$ cat src/rtl/instr_reg_sched.sv
// Round-robin front end for a shared instr_register: accepts one request,
// writes it, reads the stored word back and returns the result.
package instr_register_pkg;
  typedef logic signed [31:0] operand_t;
  typedef logic [4:0] address_t;
  typedef enum logic [3:0] {
    ZERO  = 4'd0,
    PASSA = 4'd1,
    PASSB = 4'd2,
    ADD   = 4'd3,
    SUB   = 4'd4,
    MULT  = 4'd5,
    DIV   = 4'd6,
    MOD   = 4'd7
  } opcode_t;
  typedef struct packed {
    opcode_t  opc;
    operand_t op_a;
    operand_t op_b;
    operand_t rslt;
  } instruction_t;
endpackage

module instr_reg_sched
  import instr_register_pkg::*;
#(
  parameter int DEPTH = 32,
  parameter int CNT_W = 16
) (
  input  logic               clk,
  input  logic               reset_n,
  input  logic [1:0]         req_valid,
  output logic [1:0]         req_ready,
  input  opcode_t            req_opcode    [2],
  input  operand_t           req_operand_a [2],
  input  operand_t           req_operand_b [2],
  output logic               load_en,
  output address_t           write_pointer,
  output address_t           read_pointer,
  output opcode_t            opcode,
  output operand_t           operand_a,
  output operand_t           operand_b,
  input  instruction_t       instruction_word,
  output logic               rsp_valid,
  input  logic               rsp_ready,
  output logic               rsp_id,
  output address_t           rsp_addr,
  output operand_t           rsp_result,
  output logic               rsp_error,
  output logic               busy,
  output logic [CNT_W-1:0]   op_count
);

  typedef enum logic [1:0] {
    ST_IDLE  = 2'd0,
    ST_WRITE = 2'd1,
    ST_READ  = 2'd2,
    ST_RESP  = 2'd3
  } state_t;

  state_t           r_state;
  state_t           w_state_nxt;
  logic             w_win;
  logic             w_accept;
  logic             w_rsp_fire;
  logic             r_prio;
  address_t         r_wp;
  logic             r_load_en;
  address_t         r_write_pointer;
  address_t         r_read_pointer;
  opcode_t          r_opcode;
  operand_t         r_operand_a;
  operand_t         r_operand_b;
  logic             r_rsp_valid;
  logic             r_rsp_id;
  address_t         r_rsp_addr;
  operand_t         r_rsp_result;
  logic             r_rsp_error;
  logic             r_busy;
  logic [CNT_W-1:0] r_op_count;

  // State register
  always_ff @(posedge clk or negedge reset_n) begin
    if (!reset_n) begin
      r_state <= ST_IDLE;
    end else begin
      r_state <= w_state_nxt;
    end
  end

  // Arbitration, next state and the combinational accept strobe
  always_comb begin
    w_state_nxt = r_state;
    req_ready   = 2'b00;
    w_accept    = 1'b0;
    w_rsp_fire  = 1'b0;
    if (req_valid[r_prio]) begin
      w_win = r_prio;
    end else begin
      w_win = ~r_prio;
    end
    case (r_state)
      ST_IDLE: begin
        if (|req_valid) begin
          req_ready[w_win] = 1'b1;
          w_accept         = 1'b1;
          w_state_nxt      = ST_WRITE;
        end else begin
          w_state_nxt = ST_IDLE;
        end
      end
      ST_WRITE: w_state_nxt = ST_READ;
      ST_READ:  w_state_nxt = ST_RESP;
      ST_RESP: begin
        if (rsp_ready) begin
          w_rsp_fire  = 1'b1;
          w_state_nxt = ST_IDLE;
        end else begin
          w_state_nxt = ST_RESP;
        end
      end
      default: w_state_nxt = ST_IDLE;
    endcase
  end

  // Datapath: the issued fields double as the hold registers for the readback compare
  always_ff @(posedge clk or negedge reset_n) begin
    if (!reset_n) begin
      r_prio          <= 1'b0;
      r_wp            <= 5'd0;
      r_load_en       <= 1'b0;
      r_write_pointer <= 5'd0;
      r_read_pointer  <= 5'd0;
      r_opcode        <= ZERO;
      r_operand_a     <= 32'sd0;
      r_operand_b     <= 32'sd0;
      r_rsp_valid     <= 1'b0;
      r_rsp_id        <= 1'b0;
      r_rsp_addr      <= 5'd0;
      r_rsp_result    <= 32'sd0;
      r_rsp_error     <= 1'b0;
      r_busy          <= 1'b0;
      r_op_count      <= {CNT_W{1'b0}};
    end else begin
      r_busy    <= (w_state_nxt != ST_IDLE);
      r_load_en <= w_accept;
      if (w_accept) begin
        r_opcode        <= req_opcode[w_win];
        r_operand_a     <= req_operand_a[w_win];
        r_operand_b     <= req_operand_b[w_win];
        r_write_pointer <= r_wp;
        r_rsp_id        <= w_win;
      end
      if (r_state == ST_WRITE) begin
        r_read_pointer <= r_wp;
      end
      if (r_state == ST_READ) begin
        r_rsp_result <= instruction_word.rslt;
        r_rsp_error  <= (instruction_word.opc  != r_opcode)    ||
                        (instruction_word.op_a != r_operand_a) ||
                        (instruction_word.op_b != r_operand_b);
        r_rsp_addr   <= r_wp;
        r_rsp_valid  <= 1'b1;
      end
      if (w_rsp_fire) begin
        r_rsp_valid <= 1'b0;
        r_prio      <= ~r_rsp_id;
        r_wp        <= (r_wp == address_t'(DEPTH - 1)) ? 5'd0 : r_wp + 5'd1;
        if (r_op_count != {CNT_W{1'b1}}) begin
          r_op_count <= r_op_count + {{(CNT_W-1){1'b0}}, 1'b1};
        end
      end
    end
  end

  assign load_en       = r_load_en;
  assign write_pointer = r_write_pointer;
  assign read_pointer  = r_read_pointer;
  assign opcode        = r_opcode;
  assign operand_a     = r_operand_a;
  assign operand_b     = r_operand_b;
  assign rsp_valid     = r_rsp_valid;
  assign rsp_id        = r_rsp_id;
  assign rsp_addr      = r_rsp_addr;
  assign rsp_result    = r_rsp_result;
  assign rsp_error     = r_rsp_error;
  assign busy          = r_busy;
  assign op_count      = r_op_count;

endmodule

$ cat config.mk
export PLATFORM = sky130hd
export DESIGN_NAME = instr_reg_sched
export DESIGN_NICKNAME = d
export VERILOG_FILES = /design/src/rtl/instr_reg_sched.sv
export SDC_FILE = /design/constraint.sdc
export NUM_CORES = 1
export LEC_CHECK = 0
export BUFFER_PORTS_ARGS = -buffer_cell sky130_fd_sc_hd__buf_2
export CAP_MARGIN = 20
export CORE_AREA = 4 4 148 150
export DETAILED_ROUTE_END_ITERATION = 10
export DIE_AREA = 0 0 152 154
export HOLD_SLACK_MARGIN = 0.12
export PLACE_DENSITY = 0.65
export SLEW_MARGIN = 15
export SYNTH_ARGS = -nofsm -noshare
export SYNTH_HDL_FRONTEND = slang
export SYNTH_SLANG_ARGS = --single-unit
$ cat constraint.sdc
create_clock -name clk -period 4.9 [get_ports clk]
set_input_delay 0.49 -clock clk [delete_from_list [all_inputs] [get_ports clk]]
set_output_delay 0.49 -clock clk [all_outputs]
set_load 0.01 [all_outputs]
## Word-level counts from Yosys, hierarchy flattened

Cells that the tools add are included.

| cells by class | value |
|---|---|
| add/sub/neg operators | 2 |
| order comparisons | 4 |
| equal/unequal tests | 8 |
| mux-type cells | 26 |
| bitwise gates (word level) | 3 |
| reductions and logical operators | 8 |

Operators with widths:

| kind | number |
|---|---|
| two-way mux 32 bit | 6 |
| != test 32 bit | 2 |
| adder 16 x 1 -> 16 bit, second input constant | 1 |
| != test 16 bit, second input constant | 1 |
| two-way mux 4 bit | 3 |
| two-way mux 1 bit | 11 |
| case mux 2 bit (4 select lines) | 1 |
| two-way mux 2 bit | 3 |
| adder 5 x 1 -> 5 bit, second input constant | 1 |
| == test 5 bit, second input constant | 1 |
| two-way mux 5 bit | 1 |
| == test 2 bit, second input constant | 2 |
| < comparator 1 x 2 -> 1 bit, second input constant | 2 |
| != test 4 bit | 1 |
| nonzero test 2 bit | 2 |
| == test 2 x 1 -> 1 bit, second input constant | 1 |
| greater-or-equal comparator 2 bit, second input constant | 1 |
| logical NOT 2 bit | 1 |
| logical OR 1 bit | 2 |
| inverter 1 bit | 2 |
| inverter 1 -> 2 bit | 1 |
| AND reduction 2 bit | 1 |
| OR reduction 2 bit | 1 |
| demux 1 bit (select 1 bit) | 1 |
| 2 further kinds | 2 |

| storage, ports and cells | value |
|---|---|
| flip-flop bits (word level) | 144 |
| bits of input ports | 241 |
| word-level logic and storage cells | 67 |

## Logic depth before layout (Yosys ltp)

Gate-level depths: netlist of the first run.

| logic depth | value |
|---|---|
| depth in word-level cells | 9 |
| mapped depth | 7 |
| mapped depth without buffers | 6 |

## Worst setup path after synthesis of the first run

No wires, ideal clock.

| path | value |
|---|---|
| kind | input to output |
| start point | in req_valid[1] |
| end point | out req_ready[0] |
| arrival time | 1.276 ns |
| required time | 4.410 ns |
| slack | 3.134 ns |
| stages | 5 |
| path buffers | 2 |
| cell sequence | o21ai_1 -> buf_2 -> buf_2 -> inv_1 -> and2_1 |

| between the ends | value |
|---|---|
| word-level cells in the longest chain between the ends | 9 |
| elaborated cells on any way between the ends | 11 |
| classes of those cells | order compare: 2; mux: 7; reduce/logical: 2 |

RTL lines:

| item | RTL line | text |
|---|---|---|
| from (decl) | 32 | `input logic [1:0] req_valid,` |
| two-way mux 1 bit (not written as such) (2 in series) | 97 | `if (req_valid[r_prio]) begin` |
| two-way mux 1 bit | 97 |  |
| < comparator 1 x 2 -> 1 bit (not written as such) or greater-or-equal comparator 1 bit (tied branches) | 105 | `req_ready[w_win] = 1'b1;` |
| logical AND 1 bit (not written as such) | 105 |  |
| two-way mux 1 bit (not written as such) | 105 |  |
| demux 1 bit (select 1 bit) | 105 |  |
| two-way mux 2 bit * | 104 | `if (\|req_valid) begin` |
| two-way mux 2 bit * | 102 | `case (r_state)` |
| to (decl) | 33 | `output logic [1:0] req_ready,` |

Mark *: on every way between the ends. The rest lies on a longest branch, timed or not. The select of a mux whose other input is x is not followed.

## Final worst setup path of the first run

| path | value |
|---|---|
| start point | reg r_state[1] |
| end point | out req_ready[1] |

| between the ends | value |
|---|---|
| word-level cells in the longest chain between the ends | 2 |

RTL lines:

| item | RTL line | text |
|---|---|---|
| from (decl) | 61 | `state_t r_state;` |
| from (signal assigned) | 87 | `r_state <= w_state_nxt;` |
| logical NOT 2 bit | 102 |  |
| two-way mux 2 bit | 102 |  |

Every way passes these cells.

==> run_results.csv, run 1 <==
group,metric,value,unit
die,rows,53,
logic_synthesis,ys_types,39,
critical_path,critPathKind,"reg2out",
pwr,powerDensity,597,mW/mm^2
timing,max_freq,408,MHz
pwr,p_leak,5.00,nW
finish,design_area,0.00968,sq mm
timing,timing.final.crit_period,2.45,ns
logic_synthesis,yosys-top-cells-area,"dfrtp_1 (52%), mux2i_1 (10%), mux2_2 (7.5%), xnor2_1 (6.0%), nand2_1 (5.4%)",
clocking,postCtsSetupRepairBufs,0,
clocking,numCtsBuffers,17,
finish,final_core_util,0.468,
clocking,clk_path_buf_depth,2,
die,start_util,0.333,
die,die_w,152,um
timing,slew_viol_final,0,
placement,routabilityCongestion,0.906,
logic_synthesis,ys.flop_type,"dfrtp_1",
logic_synthesis,synth.avg_cell_area,11.0,sq um
global_routing,grt_max_degree,93,
clocking,htreeDepth,4,
run,drv_cap,0,
timing,hold_violations,0,
critical_path,arrival,1.96,ns
finish,drive_gt1_frac,0.462,
critical_path,startpoint_type,"flip-flop",
logic_synthesis,syn_inst,625,
logic_synthesis,synth_nets,869,
critical_path,path_max_fanout,92,
critical_path,end_kind,"output pin",
die,io_pins,379,
timing,skew,0.0104,ns
routing,ant_nets,0,
logic_synthesis,async_flop_share,1.00,
routing,wl_per_cell,18.1,um
clocking,cts-root-buf,"clkbuf_16",
routing,vias,5996,
placement,place_area,0.00907,sq mm
logic_synthesis,synth_top_area_share,0.524,
die,dieArea,0.0234,sq mm
timing,setup_violations,0,
routing,drc,0,
clocking,tritoncts_num_sinks,144,
placement,portBuffers,378,
global_routing,grt_usage,0.195,
routing,routed_wl,23.3,mm
timing,fin_crit_sh,0.501,
clocking,cts_tree,"done",
clocking,worstSkewPairLatency,0.41,ns
timing,setup_tns,0,ns
logic_synthesis,yosysSeqAreaShare,0.524,
timing,tightest_slew,0.847,ns
logic_synthesis,ys_seq_elements,144,
timing,max_slew_margin,0.423,
global_routing,first_global_vias,6146,
pwr,fin_total_pwr,5.78,mW
finish,nNetsFinal,1244,
timing,rsz0062_at_grt,"no",
logic_synthesis,synth-edff-count,0,
logic_synthesis,syn-cell-area,0.00688,sq mm
logic_synthesis,yosysTopAreaCell,"dfrtp_1",
worst_hold_path,hp-class,"in2reg",
routing,dr.pass1.iters,4,
pwr,ir_drop,220,uV
die,coreArea,0.0207,sq mm
placement,hpwl,18.8,mm
critical_path,ff2ff_setup_slack,2.69,ns
timing,worst_hold_slack,0.311,ns
global_routing,overflow,0,
finish,n_fill_cell,1980,
clocking,clk_pin_slew,0.06,ns
routing,drt_iter0_drc,259,
finish,area_delta_synth_final,40.7,%
global_routing,grt_pass1_wl,35.3,mm
outcome,outcome,"finished, final reports clean",
logic_synthesis,yosys_warnings,0,
global_routing,antenna_found_initial,2,
die,die_h,154,um
routing,via_per_inst,4.65,
critical_path,worst_ep_required_time,4.41,ns
-- per-stage QoR --
step | setup slack, ns | cells
floorplan | 3.13 | 625
global placement | 2.49 | 1255
detailed placement | 2.45 | 1255
CTS | 2.38 | 1288
global route | 2.25 | 1290
finish | 2.45 | 1290
-- state kept, by name (all words and copies together), names as in the netlist, 4 cells and up --
signal         flops
rsp_result        32
r_wp               5
write_pointer      5
read_pointer       5
rsp_addr           5
operand_b         32
opcode             4
operand_a         32
op_count          16
-- Yosys cell counts (2+ instances only) --
master / n
nand2_1: 99
and3_1: 5
o21ai_0: 74
ha_1: 3
nor4_1: 9
mux2_2: 46
nor2_1: 11
nand3_1: 11
nand4_1: 13
dfrtp_1: 144
a2111oi_0: 2
nor3_1: 2
clkbuf_1: 16
o22ai_1: 3
and2_1: 2
xnor2_1: 47
inv_1: 10
buf_2: 11
xor2_1: 27
nand2b_1: 3
mux2i_1: 69
-- worst max-delay path: stages, from the launching register on --
cell and delay, ns:
dfrtp_1 0.42, nor2_1 0.30, o21ai_4 0.11, buf_4 0.35, nor2_1 0.22, buf_2 0.16
-- logic make-up (layout without fill, tap and decap cells) --
logic type / after synthesis / in the layout / synth area share
compound gates: 87 / 87 / 0.0680
xor+xnor: 74 / 74 / 0.0942
fa+ha+maj: 3 / 3 / 0.00546
buf+inv: 39 / 427 / 0.0244
flops: 144 / 144 / 0.524
mux: 116 / 116 / 0.177
other cells: 0 / 2 / 0
simple gates: 162 / 162 / 0.107
-- routing by layer --
metal  vias up  global-route usage  wire length [um]
met4         0              0.0689               579
met1      2774               0.241              9850
met3        30              0.0560              1600
met2       269               0.326             11300
li1       2923                   -                 -
met5         -                   0                 0
-- layout by cell type, fill, tap and decap left out, drive strengths merged, types with 3 or more instances in the layout --
| cell | netlist | routed |
|---|---|---|
| and3 | 5 | 5 |
| buf | 13 | 384 |
| clkbuf | 16 | 21 |
| clkinv | 0 | 3 |
| clkinvlp | 0 | 4 |
| dfrtp | 144 | 144 |
| ha | 3 | 3 |
| inv | 10 | 12 |
| mux2 | 47 | 47 |
| mux2i | 69 | 69 |
| nand2 | 100 | 100 |
| nand2b | 3 | 3 |
| nand3 | 11 | 11 |
| nand4 | 13 | 13 |
| nor2 | 12 | 12 |
| nor3 | 3 | 3 |
| nor4 | 9 | 9 |
| o21ai | 75 | 75 |
| o22ai | 3 | 3 |
| xnor2 | 47 | 47 |
| xor2 | 27 | 27 |
-- what timing repair did --
item / 4_1_cts / 5_1_grt
hold buffers: 1 / 0
gates resized for setup: 0 / 0
endpoints found under the hold margin: 59 / 0
-- power by group --
part	total (mW)	leakage (nW)	switching, mW	internal, mW
clock network	1.30	0.276	0.518	0.781
logic	2.30	2.95	1.22	1.07
registers	2.18	1.77	0.474	1.71
total	5.78	5.00	2.21	3.56
-- path summary, 6_finish.rpt --
check	start	to	cells after the start
worst max-delay path	r_state[1]	req_ready[1]	5
worst min-delay path	instruction_word[4]	rsp_result[4]	2
worst max register to register	r_prio	operand_a[19]	4
worst min register to register	write_pointer[4]	write_pointer[4]	2
max in group asynchronous	reset_n	operand_a[19]	3
min in group asynchronous	reset_n	operand_b[6]	2
-- final cells by class --
| cell class | instances | area (sq um) | area share |
|---|---|---|---|
| diodes | 2 | 5.00 | 0.000517 |
| clock buffers | 21 | 460 | 0.0476 |
| clock inverters | 11 | 130 | 0.0134 |
| inverters | 10 | 37.5 | 0.00388 |
| multi-input cells | 442 | 3130 | 0.324 |
| flip-flops and latches | 144 | 3600 | 0.372 |
| well taps | 275 | 344 | 0.0355 |
| repair buffers | 385 | 1970 | 0.203 |
(Power assumes the default switching activity.)
==> run 2: changes to the inputs <==
==> constraint.sdc (replaced) <==
create_clock -name clk -period 2.56 [get_ports clk]
set_input_delay 0.256 -clock clk [delete_from_list [all_inputs] [get_ports clk]]
set_output_delay 0.256 -clock clk [all_outputs]
set_load 0.01 [all_outputs]
==> run 2 against run 1 <==
  * Global-route usage up 1.6 points
  * Largest power group unchanged
  * Highest routed layer unchanged
  * Via count up 7.4%
  * Clock-buffer cell count down 4
  * Register-to-register slack worse by 2.4 ns
  * Sequential share of layout area down 2.6 points
  * Sequential cell count unchanged
  * Final cell count up 5.7%
  * Sequential power up 90%
==> run_results.csv, run 2 (same netlist as run 1, synthesis figures left out) <==
group,metric,value,unit
placement,portBuffers,378,
finish,final_core_util,0.503,
critical_path,arrival,2.59,ns
critical_path,r2r_cells,6,
timing,hold_violations,0,
routing,vias,6438,
timing,skew,0.0136,ns
critical_path,critPathLaunch,"r_prio",
critical_path,startpoint_type,"flip-flop",
finish,drive_gt1_frac,0.436,
worst_hold_path,hp-class,"in2reg",
run,drv_cap,0,
pwr,fin_total_pwr,11.3,mW
routing,wl_per_cell,18.5,um
timing,timing.final.crit_period,2.31,ns
pwr,ir_drop,408,uV
timing,setup_slack,0.253,ns
finish,area_delta_synth_final,51.3,%
timing,setup_tns,0,ns
pwr,p_switching,4.42,mW
pwr,p_leak,5.32,nW
critical_path,path_max_fanout,50,
routing,via_per_inst,4.72,
timing,rsz0062_at_grt,"no",
critical_path,worst_ep_required_time,2.84,ns
die,rows,53,
placement,dp.cells,1258,
pwr,p_int,6.84,mW
placement,dp_slack,0.493,ns
timing,max_freq,433,MHz
global_routing,grt_max_degree,80,
critical_path,reg2reg_to,"operand_a[4]",
global_routing,antenna_found_initial,2,
routing,routed_wl,25.2,mm
clocking,cts_tree,"done",
die,dieArea,0.0234,sq mm
clocking,htreeDepth,4,
die,die_h,154,um
timing,max_slew_margin,0.417,
timing,tightest_slew,0.853,ns
clocking,tritoncts_num_sinks,144,
critical_path,critPathKind,"reg2reg",
pwr,power_frac_clock,0.218,
pwr,powerDensity,1080,mW/mm^2
routing,drc,0,
finish,design_area,0.0104,sq mm
clocking,numCtsBuffers,17,
critical_path,ff2ff_setup_slack,0.25,ns
finish,layout_commonest_cell,"buf_2",
die,io_pins,379,
die,start_util,0.333,
global_routing,grt_usage,0.211,
placement,place_area,0.00912,sq mm
die,coreArea,0.0207,sq mm
routing,dr.pass1.iters,4,
placement,routabilityCongestion,0.896,
clocking,worstSkewPairLatency,0.42,ns
pwr,swShare,0.393,
global_routing,first_global_vias,6536,
clocking,cts-root-buf,"clkbuf_16",
routing,drt_iter0_drc,354,
outcome,outcome,"finished, final reports clean",
critical_path,crit_path_end,"operand_a[4]",
critical_path,end_kind,"flip-flop",
global_routing,overflow,0,
timing,worst_hold_slack,0.137,ns
routing,ant_nets,0,
clocking,postCtsSetupRepairBufs,0,
timing,setup_violations,0,
pwr,comb_power_share,0.415,
placement,hpwl,19.2,mm
finish,layout_common_cells,"buf_2 (377), dfrtp_1 (144), nand2_1 (99)",
global_routing,grt_pass1_wl,38.2,mm
finish,final_cells,1363,
critical_path,reg2reg_from,"r_prio",
timing,fin_crit_sh,0.901,
clocking,clk_pin_slew,0.07,ns
die,die_w,152,um
finish,nNetsFinal,1317,
clocking,clk_path_buf_depth,2,
pwr,pwr-share-seq,0.367,
timing,slew_viol_final,0,
-- run 2: cell count changes in the layout (fill, tap and decap cells not counted) --
cell,before,now
dlygate4sd3_1,1,71
clkinv_2,1,3
bufinv_16,2,1
clkbuf_8,2,0
inv_8,0,3
buf_4,5,6
clkbuf_1,2,0
clkinv_4,2,1
clkinvlp_4,4,1
inv_6,2,6
buf_12,1,3
-- run 2: what timing repair did --
| item | in CTS | in global routing |
|---|---|---|
| resized for setup | 0 | 0 |
| endpoints found under the hold margin | 138 | 0 |
| hold buffers | 71 | 0 |
| setup endpoints to repair | 0 | 0 |
-- run 2: metal layers --
layer,vias up,part of all wire,global-route usage
li1,3066,-,-
met4,0,0.024,0.0771
met2,301,0.49,0.355
met5,-,0,0
met1,3035,0.41,0.257
met3,36,0.070,0.0616
-- run 2: layout make-up --
class	instances	area, sq um
Inverter	10	37.5
Tap cell	275	344
Sequential cell	144	3600
Clock buffer	17	425
Fill cell	1927	10300
Antenna cell	2	5.00
Clock inverter	15	148
Timing Repair Buffer	458	2710
Multi-Input combinational cell	442	3130
-- run 2: critical path: stages (launching register included) --
cell and delay (ns):
dfrtp_1 0.40, mux2i_4 0.28, buf_12 0.31, buf_4 0.27, mux2i_1 0.23, dlygate4sd3_1 0.58
o21ai_0 0.07
-- run 2: worst min-delay path by stage --
stage                 startpoint             end  slack [ns]  depth (start not counted)
6_report       req_operand_b[62]   operand_b[30]        0.14                          3
5_1_grt         req_operand_b[6]    operand_b[6]        0.13                          3
4_1_cts        req_operand_a[21]   operand_a[21]        0.12                          3
3_5_place_dp             reset_n  rsp_result[24]        0.16                          1
3_3_place_gp             reset_n  rsp_result[18]        0.16                          1
2_1_floorplan            reset_n            busy       -0.04                          0
-- run 2: power by group through the flow --
stage	Combinational [mW]	Sequential (mW)	Clock, mW
finish	4.67	4.14	2.45
global route	5.11	4.28	2.61
CTS	4.73	4.14	2.52
detailed placement	4.58	4.18	0
global placement	4.54	4.12	0
floorplan	2.20	4.43	0
==> run 3: changes to the inputs <==
--- a/config.mk
+++ b/config.mk
@@ -5,11 +5,12 @@
 export SDC_FILE = /design/constraint.sdc
 export NUM_CORES = 1
 export LEC_CHECK = 0
+export ABC_AREA = 1
 export BUFFER_PORTS_ARGS = -buffer_cell sky130_fd_sc_hd__buf_2
 export CAP_MARGIN = 20
-export CORE_AREA = 4 4 148 150
+export CORE_AREA = 4 4 150 152
 export DETAILED_ROUTE_END_ITERATION = 10
-export DIE_AREA = 0 0 152 154
+export DIE_AREA = 0 0 154 156
 export HOLD_SLACK_MARGIN = 0.12
 export PLACE_DENSITY = 0.65
 export SLEW_MARGIN = 15
==> run 3 against run 2 <==
  * Worst hold slack worse by 0.0076 ns
  * Setup slack better by 0.020 ns
  * Wire length is 19% higher
  * Critical path type unchanged
  * Critical endpoint is now operand_a[6]
==> run_results.csv, run 3 <==
group,metric,value,unit
outcome,outcome,"finished, final reports clean",
logic_synthesis,synth_top_area_share,0.506,
routing,drt_iter0_drc,521,
finish,final_core_util,0.558,
clocking,clk_pin_slew,0.07,ns
pwr,fin_total_pwr,12.7,mW
routing,via_per_inst,4.68,
critical_path,worst_ep_required_time,2.90,ns
die,die_w,154,um
logic_synthesis,yosysSeqAreaShare,0.506,
critical_path,critPathLaunch,"r_prio",
routing,wl_per_cell,16.8,um
run,drv_cap,0,
placement,hpwl,22.0,mm
logic_synthesis,yosys_warnings,0,
timing,worst_hold_slack,0.129,ns
timing,timing.final.crit_period,2.29,ns
clocking,numCtsBuffers,17,
placement,dp.cells,1588,
clocking,cts_tree,"done",
logic_synthesis,synth.avg_cell_area,7.52,sq um
finish,layout_common_cells,"nand2_1 (436), buf_2 (377), dlygate4sd3_1 (168)",
global_routing,first_global_vias,8524,
critical_path,crit_path_end,"operand_a[6]",
logic_synthesis,synth-edff-count,0,
routing,drc,0,
timing,skew,0.0190,ns
timing,setup_violations,0,
placement,portBuffers,378,
logic_synthesis,synth_common_cells,"nand2_1 (436), dfrtp_1 (144), inv_1 (104)",
pwr,p_leak,6.30,nW
global_routing,grt_usage,0.242,
timing,rsz0062_at_grt,"no",
critical_path,reg2reg_to,"operand_a[6]",
routing,dr.pass1.iters,5,
timing,tightest_slew,0.593,ns
global_routing,grt_pass1_wl,45.7,mm
timing,slew_viol_final,0,
die,die_h,156,um
critical_path,startpoint_type,"flip-flop",
worst_hold_path,hp-class,"in2reg",
routing,vias,8381,
logic_synthesis,async_flop_share,1.00,
logic_synthesis,ys.flop_type,"dfrtp_1",
timing,max_slew_margin,0.604,
routing,ant_nets,0,
global_routing,overflow,0,
logic_synthesis,yosys-top-cells-area,"dfrtp_1 (51%), nand2_1 (23%), inv_1 (5.5%), o211ai_1 (5.0%), nor2_1 (2.9%)",
clocking,htreeDepth,4,
critical_path,end_kind,"flip-flop",
critical_path,r2r_cells,7,
global_routing,antenna_found_initial,8,
placement,place_area,0.00945,sq mm
timing,setup_slack,0.272,ns
global_routing,grt_max_degree,50,
clocking,cts-root-buf,"clkbuf_16",
die,coreArea,0.0210,sq mm
placement,routabilityCongestion,0.898,
die,dieArea,0.0240,sq mm
timing,fin_crit_sh,0.894,
die,io_pins,379,
die,start_util,0.339,
logic_synthesis,ys_types,26,
logic_synthesis,syn_inst,948,
placement,dp_slack,0.635,ns
critical_path,arrival,2.63,ns
finish,design_area,0.0117,sq mm
critical_path,path_max_fanout,24,
clocking,worstSkewPairLatency,0.42,ns
logic_synthesis,yosysTopAreaCell,"dfrtp_1",
timing,hold_violations,0,
logic_synthesis,ys_seq_elements,144,
finish,layout_commonest_cell,"nand2_1",
logic_synthesis,syn-cell-area,0.00713,sq mm
critical_path,ff2ff_setup_slack,0.27,ns
clocking,tritoncts_num_sinks,144,
finish,drive_gt1_frac,0.288,
clocking,clk_path_buf_depth,2,
finish,nNetsFinal,1744,
die,rows,53,
finish,area_delta_synth_final,64.6,%
logic_synthesis,synth_nets,1192,
timing,setup_tns,0,ns
pwr,powerDensity,1090,mW/mm^2
critical_path,reg2reg_from,"r_prio",
pwr,ir_drop,588,uV
routing,routed_wl,30.0,mm
timing,max_freq,437,MHz
clocking,postCtsSetupRepairBufs,0,
finish,final_cells,1791,
logic_synthesis,yosysMostFrequentCell,"nand2_1",
critical_path,critPathKind,"reg2reg",
==> run 3: logic make-up (layout without fill, tap and decap cells) <==
| kind of cell | after synthesis | in the layout | share of synthesized area |
|---|---|---|---|
| buffers and inverters | 138 | 703 | 0.0741 |
| and+or+nand+nor | 536 | 536 | 0.293 |
| adders and majority gates | 3 | 3 | 0.00527 |
| muxes | 1 | 1 | 0.00140 |
| DFF | 144 | 144 | 0.506 |
| xor gates and xnor gates | 27 | 27 | 0.0332 |
| other | 0 | 3 | 0 |
| AOI/OAI and AO/OA | 99 | 99 | 0.0874 |
==> run 3: area by class of cell <==
type	count	area, sq um
multi-input combinational	666	3010
sequential	144	3600
fill	1905	9290
inverter	108	408
clock buffer	18	439
clock inverter	14	146
antenna	3	7.51
tap	275	344
timing repair buffer	563	3770
==> run 3: worst min-delay path by stage <==
stage                       from  slack [ns]        endpoint  cells after the start
2_1_floorplan            reset_n       -0.04            busy                      0
3_3_place_gp             reset_n        0.22  rsp_result[19]                      1
4_1_cts        req_operand_b[59]        0.12   operand_b[27]                      3
6_report       req_operand_b[59]        0.13   operand_b[27]                      3
3_5_place_dp             reset_n        0.21  rsp_result[19]                      1
5_1_grt        req_operand_b[59]        0.12   operand_b[27]                      3
==> run 3: critical path, stage by stage (launching register included) <==
cell           delay (ns)
dfrtp_1              0.39
o21ai_0              0.34
nand2_1              0.18
inv_4                0.32
buf_4                0.24
nand2_1              0.06
o211ai_1             0.08
dlygate4sd3_1        0.58
==> run 3: power breakdown <==
| group | switching, mW | leakage [nW] | total (mW) | internal (mW) |
|---|---|---|---|---|
| Clock | 1.10 | 0.276 | 2.50 | 1.40 |
| Sequential | 0.807 | 1.77 | 4.11 | 3.30 |
| Combinational | 3.28 | 4.24 | 6.13 | 2.86 |
| Total | 5.19 | 6.30 | 12.7 | 7.56 |
==> run 3: what timing repair did <==
action | 4_1_cts | 5_1_grt
gates resized for setup | 0 | 2
hold buffers | 168 | 0
setup endpoints to repair | 0 | 15
endpoints found under the hold margin | 141 | 0
==> run 3: per-layer routing <==
layer,wire [um],vias to the layer above,share of wire,global-route usage
met5,41,-,0.0014,0
met4,924,8,0.031,0.0946
met3,2400,59,0.080,0.0674
met2,15000,364,0.50,0.424
met1,11700,3891,0.39,0.283
li1,-,4059,-,-
